===== config.mk =====
export PLATFORM = sky130hd
export DESIGN_NAME = modctr
export DESIGN_NICKNAME = d
export VERILOG_FILES = /design/src/rtl/modctr.sv
export SDC_FILE = /design/constraint.sdc
export NUM_CORES = 1
export LEC_CHECK = 0
export ABC_AREA = 1
export BUFFER_PORTS_ARGS = -buffer_cell sky130_fd_sc_hd__buf_2
export CAP_MARGIN = 40
export CORE_UTILIZATION = 56
export CTS_CLUSTER_SIZE = 30
export DETAILED_ROUTE_END_ITERATION = 7
export PLACE_DENSITY = 0.81
export REMOVE_ABC_BUFFERS = 1
export SYNTH_ARGS = -nofsm -noshare
export SYNTH_HDL_FRONTEND = slang
export SYNTH_SLANG_ARGS = --single-unit

===== constraint.sdc =====
create_clock -name clk_i -period 2.1 [get_ports clk_i]
set_clock_uncertainty 0.1 [all_clocks]
set_input_delay 0.105 -clock clk_i [delete_from_list [all_inputs] [get_ports clk_i]]
set_output_delay 0.105 -clock clk_i [all_outputs]
set_load 0.02 [all_outputs]

===== src/rtl/modctr.sv =====
// modctr: parametrised up/down modulo counter with synchronous load,
// one-shot stop mode, registered wrap/done flags and a terminal-count flag.
// Optional built-in prescaler enabled by defining MODCTR_PRESCALE_EN; when it
// is undefined no prescaler logic is built and tick_o is tied high.
module modctr #(
  parameter int unsigned WIDTH = 8,
  parameter int unsigned DIV   = 100
) (
  input  logic             clk_i,
  input  logic             rst_ni,
  input  logic             e_i,
  input  logic             dir_i,
  input  logic [WIDTH-1:0] max_i,
  input  logic             ld_i,
  input  logic [WIDTH-1:0] d_i,
  input  logic             oneshot_i,
  output logic [WIDTH-1:0] q_o,
  output logic             tc_o,
  output logic             wrap_o,
  output logic             done_o,
  output logic             tick_o
);

  logic [WIDTH-1:0] q_q, q_d;
  logic             wrap_q, wrap_d;
  logic             done_q, done_d;
  logic             en_c;
  logic             term_c;

`ifdef MODCTR_PRESCALE_EN
  localparam int unsigned PsW = (DIV > 1) ? $clog2(DIV) : 1;
  localparam logic [PsW-1:0] PsLast = PsW'(DIV - 1);

  logic [PsW-1:0] ps_q, ps_d;

  // Free-running prescaler: 0..DIV-1, independent of enable, load and done.
  always_comb begin
    ps_d = ps_q + PsW'(1);
    if (ps_q == PsLast) begin
      ps_d = '0;
    end
  end

  // Prescaler state register.
  always_ff @(posedge clk_i or negedge rst_ni) begin
    if (!rst_ni) begin
      ps_q <= '0;
    end else begin
      ps_q <= ps_d;
    end
  end

  // Reset gating keeps the strobe low in reset even when DIV=1.
  assign tick_o = rst_ni & (ps_q == PsLast);
`else
  // No prescaler: the strobe is permanently asserted (DIV is illegal below 1).
  assign tick_o = (DIV != 0);
`endif

  assign en_c = e_i & tick_o;

  // Terminal value for the current direction; up treats anything above max as terminal.
  assign term_c = dir_i ? (q_q >= max_i) : (q_q == '0);

  // Next count / flags: load > done freeze > counting.
  always_comb begin
    q_d    = q_q;
    wrap_d = 1'b0;
    done_d = done_q;
    if (ld_i) begin
      q_d    = (d_i > max_i) ? max_i : d_i;
      done_d = 1'b0;
    end else if (done_q) begin
      // Frozen; leaving one-shot mode releases the freeze without counting.
      if (!oneshot_i) begin
        done_d = 1'b0;
      end
    end else if (en_c) begin
      if (term_c && oneshot_i) begin
        done_d = 1'b1;
      end else if (dir_i) begin
        if (term_c) begin
          q_d    = '0;
          wrap_d = 1'b1;
        end else begin
          q_d = q_q + WIDTH'(1);
        end
      end else begin
        if (q_q > max_i) begin
          // Max was lowered below the count: snap into range, not a wrap.
          q_d = max_i;
        end else if (term_c) begin
          q_d    = max_i;
          wrap_d = 1'b1;
        end else begin
          q_d = q_q - WIDTH'(1);
        end
      end
    end
  end

  // Counter and flag registers.
  always_ff @(posedge clk_i or negedge rst_ni) begin
    if (!rst_ni) begin
      q_q    <= '0;
      wrap_q <= 1'b0;
      done_q <= 1'b0;
    end else begin
      q_q    <= q_d;
      wrap_q <= wrap_d;
      done_q <= done_d;
    end
  end

  assign q_o    = q_q;
  assign wrap_o = wrap_q;
  assign done_o = done_q;
  assign tc_o   = dir_i ? (q_q == max_i) : (q_q == '0);

endmodule


==> run summary, run 1 <==
The flow ran to the end, and the final reports show no timing, DRC or antenna violations. The sequential fraction of the synthesis area came out at 0.150. The fraction of layout cells with a size suffix above 1 is 0.314, and the number of distinct library cell variants in the gate-level netlist after synthesis is 30. Across all layers, the routed design uses 2015 vias.

At the end of routability-driven placement, the weighted congestion stood at 0.978. For this run, the slowest stage of the critical path takes 400 ps. The tools report the clock network power share as 0.111.

The cell with the largest stage delay on the worst path is dfrtp_1. The run gives 0 as the initial antenna violation count. The net switching fraction of the power was 0.510. The logs give 10 for the TritonCTS sink count and 0 for the aggregate global routing overflow. The routed design has 5570 µm of wire. The root buffer cell was clkbuf_4.

The most numerous cell type found on the critical path is nand2_4. From synthesis to final layout, the design area changed by 30.6%. The tools report the global-route usage over all layers as 0.318. The width of the chip is 56.6 µm, and the overall power after layout is 1.62 mW. From bottom edge to top edge, the die measures 56.6 µm. The number of warnings reported in the yosys synthesis log was 0. The post-synthesis sequential element count came out at 10.

TritonCTS built the clock tree. STA puts the critical path data required time at 2150 ps. The final antenna-violating net count is 0, and the starting density of the core is 0.600. Setup violations remaining at the end of the flow were counted as 0. The internal cell power is 0.791 mW.

Startpoint type of the worst setup path: a register. The worst-case IR drop observed on VDD is 0.681 mV. The reported leakage power was 1.14 nW; the clock input transition at the sequential cells of the worst setup and hold paths was 80 ps. The total placed cells including tap cells is 330. Setup repair after global routing could not meet its margin everywhere. The tools report the worst-skew pair later-pin latency as 270 ps. The data arrival time of the worst path is 2140 ps, and the wire length of the first global-routing pass is 8000 µm. Sorting the synthesized cells by area gives the leading types as nand2_1, dfrtp_1, ha_1. The number of endpoints with negative hold slack in the final report was 0.

The core box area is 0.00278 mm², and the number of filler instances in the final layout is 200. After synthesis, the mean cell area works out to 6.37 µm². For the final number of max-transition violations, the log shows 0. In this run the deepest clock path goes through 2 buffers.

The critical path goes through ha_1, nand2_2, nor2_2, nand2_2, nor2_4, nor2_4, nand2_4, nand2_4, nand2_4, a211oi_1. STA classifies the critical path endpoint as a register. The critical path contains buffers and inverters numbering 0 combined. The maximum clock frequency was 480 MHz. The cell accounting for the most synthesized area was nand2_1. Grouping stages by cell kind, the critical path spends the most delay in simple AND/OR/NAND/NOR gates. The floorplan has 19 rows.

For this run, the number of standard cells in the final layout without fillers is 343. Of all nets on the critical path, the largest fanout is 5. For this run, the detailed router's first-pass iteration total came to 5.

The critical path is of the reg -> reg type. Classification of the worst-slack hold path: in -> reg. For the finished layout, the period the worst path requires is 2080 ps. The H-tree level count was 1; the area share of the largest cell type after synthesis was 0.157. The die covers 0.00320 mm².

After the first detailed-routing iteration, the DRC count stood at 154. After the last flow step, the layout net total stands at 354. In the routed layout, each cell is associated on average with a via count of 5.87. Entering global routing, the biggest net connects 20 pins. Summing all flip-flop and latch instances after layout gives 250 µm². The number of global-route vias before repair was 1773; the power per cell area was 741 mW/mm². The mapped netlist covers 0.00167 mm². The area taken by multi-input logic gates is 0.00139 mm².

Buffers placed on the I/O ports in this run total 32. The transition time of the tightest slew-check pin was 682 ps. The tool flagged a number of max-cap violations equal to 0. The number of design rule violations left after detail routing was 0; the synthesized instance count was 262.

The tools report the net switching component of the power as 0.824 mW. The number of placed I/O pins was 34. The sequential cell fraction of total power was 0.168; the antenna diode count was 0. The run gives 0.542 as the worst max-slew margin expressed relative to the limit.

Buffers inserted during clock tree synthesis total 3. After legalization and detailed placement, the total HPWL measured 3810 µm. The post-route fraction of the period consumed by the critical path is 0.992. The wire length per cell after detailed routing was 16.2 µm; the combinational cell fraction of total power was 0.720.
==> repair_timing <==
| item | in CTS | in global routing |
|---|---|---|
| endpoints found under the setup margin | 2 | 10 |
| pin swaps | 1 | 5 |
| buffers inserted | 0 | 5 |
| hold buffers | 3 | 0 |
| gates resized for setup | 2 | 30 |
| hold endpoints to repair | 11 | 0 |
| cloned | 0 | 1 |
==> registers in the layout, indices dropped and copies added (netlist names) <==
name / flops
done_o: 1
q_o: 8
wrap_o: 1
==> routing by layer <==
| metal | share of wire | routed length, µm | GRT usage |
|---|---|---|---|
| met2 | 0.49 | 2740 | 0.538 |
| met3 | 0.073 | 407 | 0.0668 |
| met1 | 0.40 | 2200 | 0.408 |
| met4 | 0.038 | 213 | 0.0871 |
| met5 | 0 | 0 | 0 |
==> stage by stage <==
step                hold slack, ps  setup WS (ps)  TNS, ps  cell area, µm²  utilization
floorplan                     -291           -130     -977            1570            -
global placement              -123           37.4        0            1900        0.684
detailed placement            -123           8.42        0            1900        0.684
CTS                           64.7           6.73        0            1980        0.712
global route                  67.2          -54.3     -382            2180        0.784
finish                        83.9           16.8        0            2180        0.784
==> cell type report <==
type / count / area share
multi-input cells: 214 / 0.635
repair buffers: 56 / 0.167
flip-flops and latches: 10 / 0.115
inverters: 28 / 0.0482
well taps: 31 / 0.0178
clock buffers: 4 / 0.0166
==> path summary, 6_finish.rpt <==
check | cells past startpoint | slack (ps) | endpoint | startpoint
min reg2reg | 2 | 510 | done_o | done_o
max reg2reg | 10 | 20 | wrap_o | q_o[6]
min | 2 | 80 | wrap_o | ld_i
min in group asynchronous | 2 | 120 | q_o[5] | rst_ni
max | 10 | 20 | wrap_o | q_o[6]
max in group asynchronous | 2 | 1580 | q_o[2] | rst_ni
==> cells by family after synthesis <==
group,after synthesis,share of synthesized area
XOR/XNOR,10,0.0525
AO/OA/AOI/OAI,38,0.121
adder cells (fa/ha/maj),19,0.142
flip-flops,10,0.150
AND/OR/NAND/NOR,145,0.409
other,1,0.00225
buffers and inverters,39,0.122
==> cell usage in the layout (no fill, tap or decap), drive strengths merged, types with 3 or more instances in the layout <==
cell type	instances
nand2	78
buf	53
a21oi	33
nor2	31
inv	27
nand3	26
ha	19
dfrtp	10
xor2	9
nand4	5
nand3b	5
clkbuf	4
dlygate4sd3	3
==> synthesized netlist by cell type <==
cell and number:
a211oi_1 1, a21o_1 1, a21oi_1 32, a21oi_2 1, buf_2 4, buf_4 2
buf_6 2, clkbuf_8 3, clkinv_1 1, conb_1 1, dfrtp_1 10, ha_1 19
inv_1 24, inv_2 3, nand2_1 70, nand2_2 4, nand2_4 3, nand3_1 25
nand3_2 1, nand3b_1 5, nand4_1 5, nor2_1 28, nor2_4 2, nor2_8 1
nor3_2 1, o21a_1 1, o21ai_0 1, o22ai_1 1, xnor2_1 1, xor2_1 9
==> power by group through the flow <==
stage | logic [mW] | registers (mW) | clock network (mW)
after floorplan | 0.539 | 0.366 | 0
after global placement | 0.951 | 0.263 | 0
after detailed placement | 0.955 | 0.265 | 0
after CTS | 0.969 | 0.261 | 0.179
after global routing | 1.26 | 0.274 | 0.195
final | 1.16 | 0.272 | 0.180
Note: power is estimated with default switching activity, not from simulation.
==> run 2: changes to the inputs <==
--- a/config.mk
+++ b/config.mk
@@ -7,12 +7,12 @@
 export LEC_CHECK = 0
 export ABC_AREA = 1
 export BUFFER_PORTS_ARGS = -buffer_cell sky130_fd_sc_hd__buf_2
-export CAP_MARGIN = 40
+export CAP_MARGIN = 10
+export CORE_ASPECT_RATIO = 0.6
 export CORE_UTILIZATION = 56
 export CTS_CLUSTER_SIZE = 30
 export DETAILED_ROUTE_END_ITERATION = 7
 export PLACE_DENSITY = 0.81
-export REMOVE_ABC_BUFFERS = 1
 export SYNTH_ARGS = -nofsm -noshare
 export SYNTH_HDL_FRONTEND = slang
 export SYNTH_SLANG_ARGS = --single-unit
==> run summary, run 2 (synthesis gave the netlist of run 1 again) <==
Final number of max-transition violations: 0 (unchanged). The wire length of the first global-routing pass came out at 7400 µm (was 8000 µm). The classification of the worst-slack hold path was in -> reg (unchanged).

The wire length reported by the detailed router came out at 4730 µm (was 5570 µm). Hold path startpoint: oneshot_i (was ld_i). The number of flip-flops under the largest register name is 8 (unchanged). Total die area: 0.00321 mm² (was 0.00320 mm²). The number of cell instances on the worst register-to-register path was 12 (was 10); the wire length per cell after detailed routing was 13.7 µm (was 16.2 µm). The number of buffers on the longest clock path was 2 (unchanged). The tools report the H-tree level count as 1 (unchanged). Peak fanout along the critical path: 8 (was 5). The run finished with clean final reports. For the reported leakage power, the log shows 1.10 nW (was 1.14 nW). Root buffer cell: clkbuf_8 (was clkbuf_4).

The initial DRC count is 155 (was 154), and the final sum of negative setup slack is 0 ps (unchanged). The tools report the number of filler instances in the final layout as 230 (was 200). Cell with the largest stage delay on the worst path: dfrtp_1 (unchanged).

For the detailed-router iteration count before antenna repair, the log shows 5 (unchanged). The most common cell after layout, fill and taps aside was nand2_1 (unchanged). The fraction of layout cells with a size suffix above 1 came out at 0.275 (was 0.314). HPWL after detailed placement: 3520 µm (was 3810 µm). The pin count of the biggest net entering global routing was 15 (was 20); the data arrival time of the worst path was 2080 ps (was 2140 ps). Terminating pin of the worst hold path: done_o (was wrap_o). The die outline height was 44.3 µm (was 56.6 µm). The maximum clock frequency is 486 MHz (was 480 MHz). Setup repair after global routing could not meet its margin everywhere.

The logs give 0 (unchanged) for the number of max-cap violations and 0 (unchanged) for the final setup violation count. The run gives 240 ps (was 270 ps) as the worst-skew pair later-pin latency. The worst setup slack before clock tree synthesis was 29.8 ps (was 8.42 ps); the via count of the routed design was 1899 (was 2015). Cell depth of the worst hold path: 3 (was 2). The starting density of the core is 0.627 (was 0.600), and the minimum clock period after layout is 2060 ps (was 2080 ps). Synthesis produced a netlist with a net count of 303.

The run gives 0.768 (was 0.784) as the final core area utilization. Global-route usage over all layers: 0.303 (was 0.318). The area used by sequential logic in the layout was 250 µm² (unchanged). The site row count came out at 14 (was 19). The average vias per placed instance came out at 5.49 (was 5.87).

The logs give 28.7 ps (was 83.9 ps) for the smallest hold slack and 0 (unchanged) for the antenna diode count. The final antenna-violating net count is 0 (unchanged), and the maximum VDD drop is 0.577 mV (was 0.681 mV). Most frequent cells in the layout: nand2_1, buf_2, nor2_1, a21oi_1, nand3_1 (was nand2_1, buf_2, a21oi_1, nor2_1, nand3_1). For the required time at the worst-slack endpoint, the log shows 2120 ps (was 2150 ps).

Startpoint type of the worst setup path: a register (unchanged). For the total number of nets in the final design, the log shows 349 (was 354). Nature of the critical path endpoint: a register (unchanged). Number of buffers added by the clock tree synthesis step: 3 (unchanged). The tools report the non-filler instance count after layout as 346 (was 343). The tools report the reg-to-reg setup timing slack as 40 ps (was 20 ps).

The run gives 0 (unchanged) as the aggregate global routing overflow. The clock input transition at the sequential cells of the worst setup and hold paths is 50 ps (was 80 ps). The initial antenna violation count was 0 (unchanged).

The post-route fraction of the period consumed by the critical path was 0.980 (was 0.992); the final worst-path setup slack was 41.6 ps (was 16.8 ps). Cell repeated most along the worst path: nand2_4 (unchanged). The number of port buffers is 32 (unchanged). Worst reg2reg path startpoint: q_o[3] (was q_o[6]). The biggest cell delay along the critical path works out to 390 ps (was 400 ps).

The logs give 340 (was 330) for the total placed cells including tap cells and 0 (unchanged) for the number of design rule violations left after detail routing. For the routability-driven placement congestion ratio, the log shows 0.884 (was 0.978). The tools report the area taken by multi-input logic gates as 0.00129 mm² (was 0.00139 mm²). List of cells traversed by the critical path: ha_1, nand2_1, nor2_1, nand2_2, nor2_4, nor2_4, nand2_4, nand2_4, nand2_4, nand2_8, nor2_1, a21oi_1 (was ha_1, nand2_2, nor2_2, nand2_2, nor2_4, nor2_4, nand2_4, nand2_4, nand2_4, a211oi_1).

The power per cell area is 732 mW/mm² (was 741 mW/mm²), and the core box area is 0.00266 mm² (was 0.00278 mm²). The number of global-route vias before repair came out at 1620 (was 1773). TritonCTS built the clock tree. For the TritonCTS sink count, the log shows 10 (unchanged).

The tools report the endpoint of the most critical register-to-register path as q_o[1] (was wrap_o). The number of placed I/O pins was 34 (unchanged); the number of endpoints with negative hold slack in the final report was 0 (unchanged). The synthesis-to-finish area growth works out to 22.6% (was 30.6%).

The width of the chip was 72.5 µm (was 56.6 µm). The type of the worst setup path is reg -> reg (unchanged).
==> run 2: final cells by class <==
type / instances / area share
well taps: 40 / 0.0245
repair buffers: 51 / 0.149
multi-input cells: 214 / 0.632
clock buffers: 3 / 0.0202
inverters: 28 / 0.0514
flip-flops and latches: 10 / 0.122
==> run 2: routing by layer <==
layer	track usage	routed length (µm)	vias up
li1	-	-	941
met1	0.441	2190	873
met2	0.479	2040	81
met3	0.0661	466	4
met4	0.0314	29	0
met5	0	0	-
==> run 2: repair_timing <==
item | CTS | global route
hold buffers | 1 | 0
endpoints found under the hold margin | 10 | 0
setup buffers | 0 | 1
pin swaps | 0 | 3
endpoints found under the setup margin | 1 | 8
gates resized for setup | 1 | 16
gates cloned | 0 | 1
==> run 2: worst max-delay path by stage <==
stage	start	to	slack, ps	cells after the start
2_1_floorplan	q_o[0]	wrap_o	5	8
3_3_place_gp	q_o[7]	q_o[6]	30	12
3_5_place_dp	q_o[7]	q_o[6]	30	12
4_1_cts	q_o[7]	q_o[6]	30	12
5_1_grt	q_o[3]	q_o[1]	-90	12
6_report	q_o[3]	q_o[1]	40	12
==> run 2: report_power, final <==
group / switching (mW) / internal, mW
Combinational: 0.632 / 0.397
Clock: 0.0823 / 0.126
Sequential: 0.0261 / 0.233
==> run 2: critical path, delay by kind of cell, from the launching register on <==
kind / cells / cell delay [ps]
AND/OR/NAND/NOR: 10 / 1090
AO/OA/AOI/OAI: 1 / 70
adder cells (fa/ha/maj): 1 / 300
flip-flops: 1 / 390
==> run 2: stage by stage <==
step / power, mW / cell area [µm²]
after floorplan: 0.945 / 1670
after global placement: 1.19 / 1910
after detailed placement: 1.21 / 1910
after CTS: 1.42 / 1960
after global routing: 1.62 / 2050
final: 1.50 / 2050
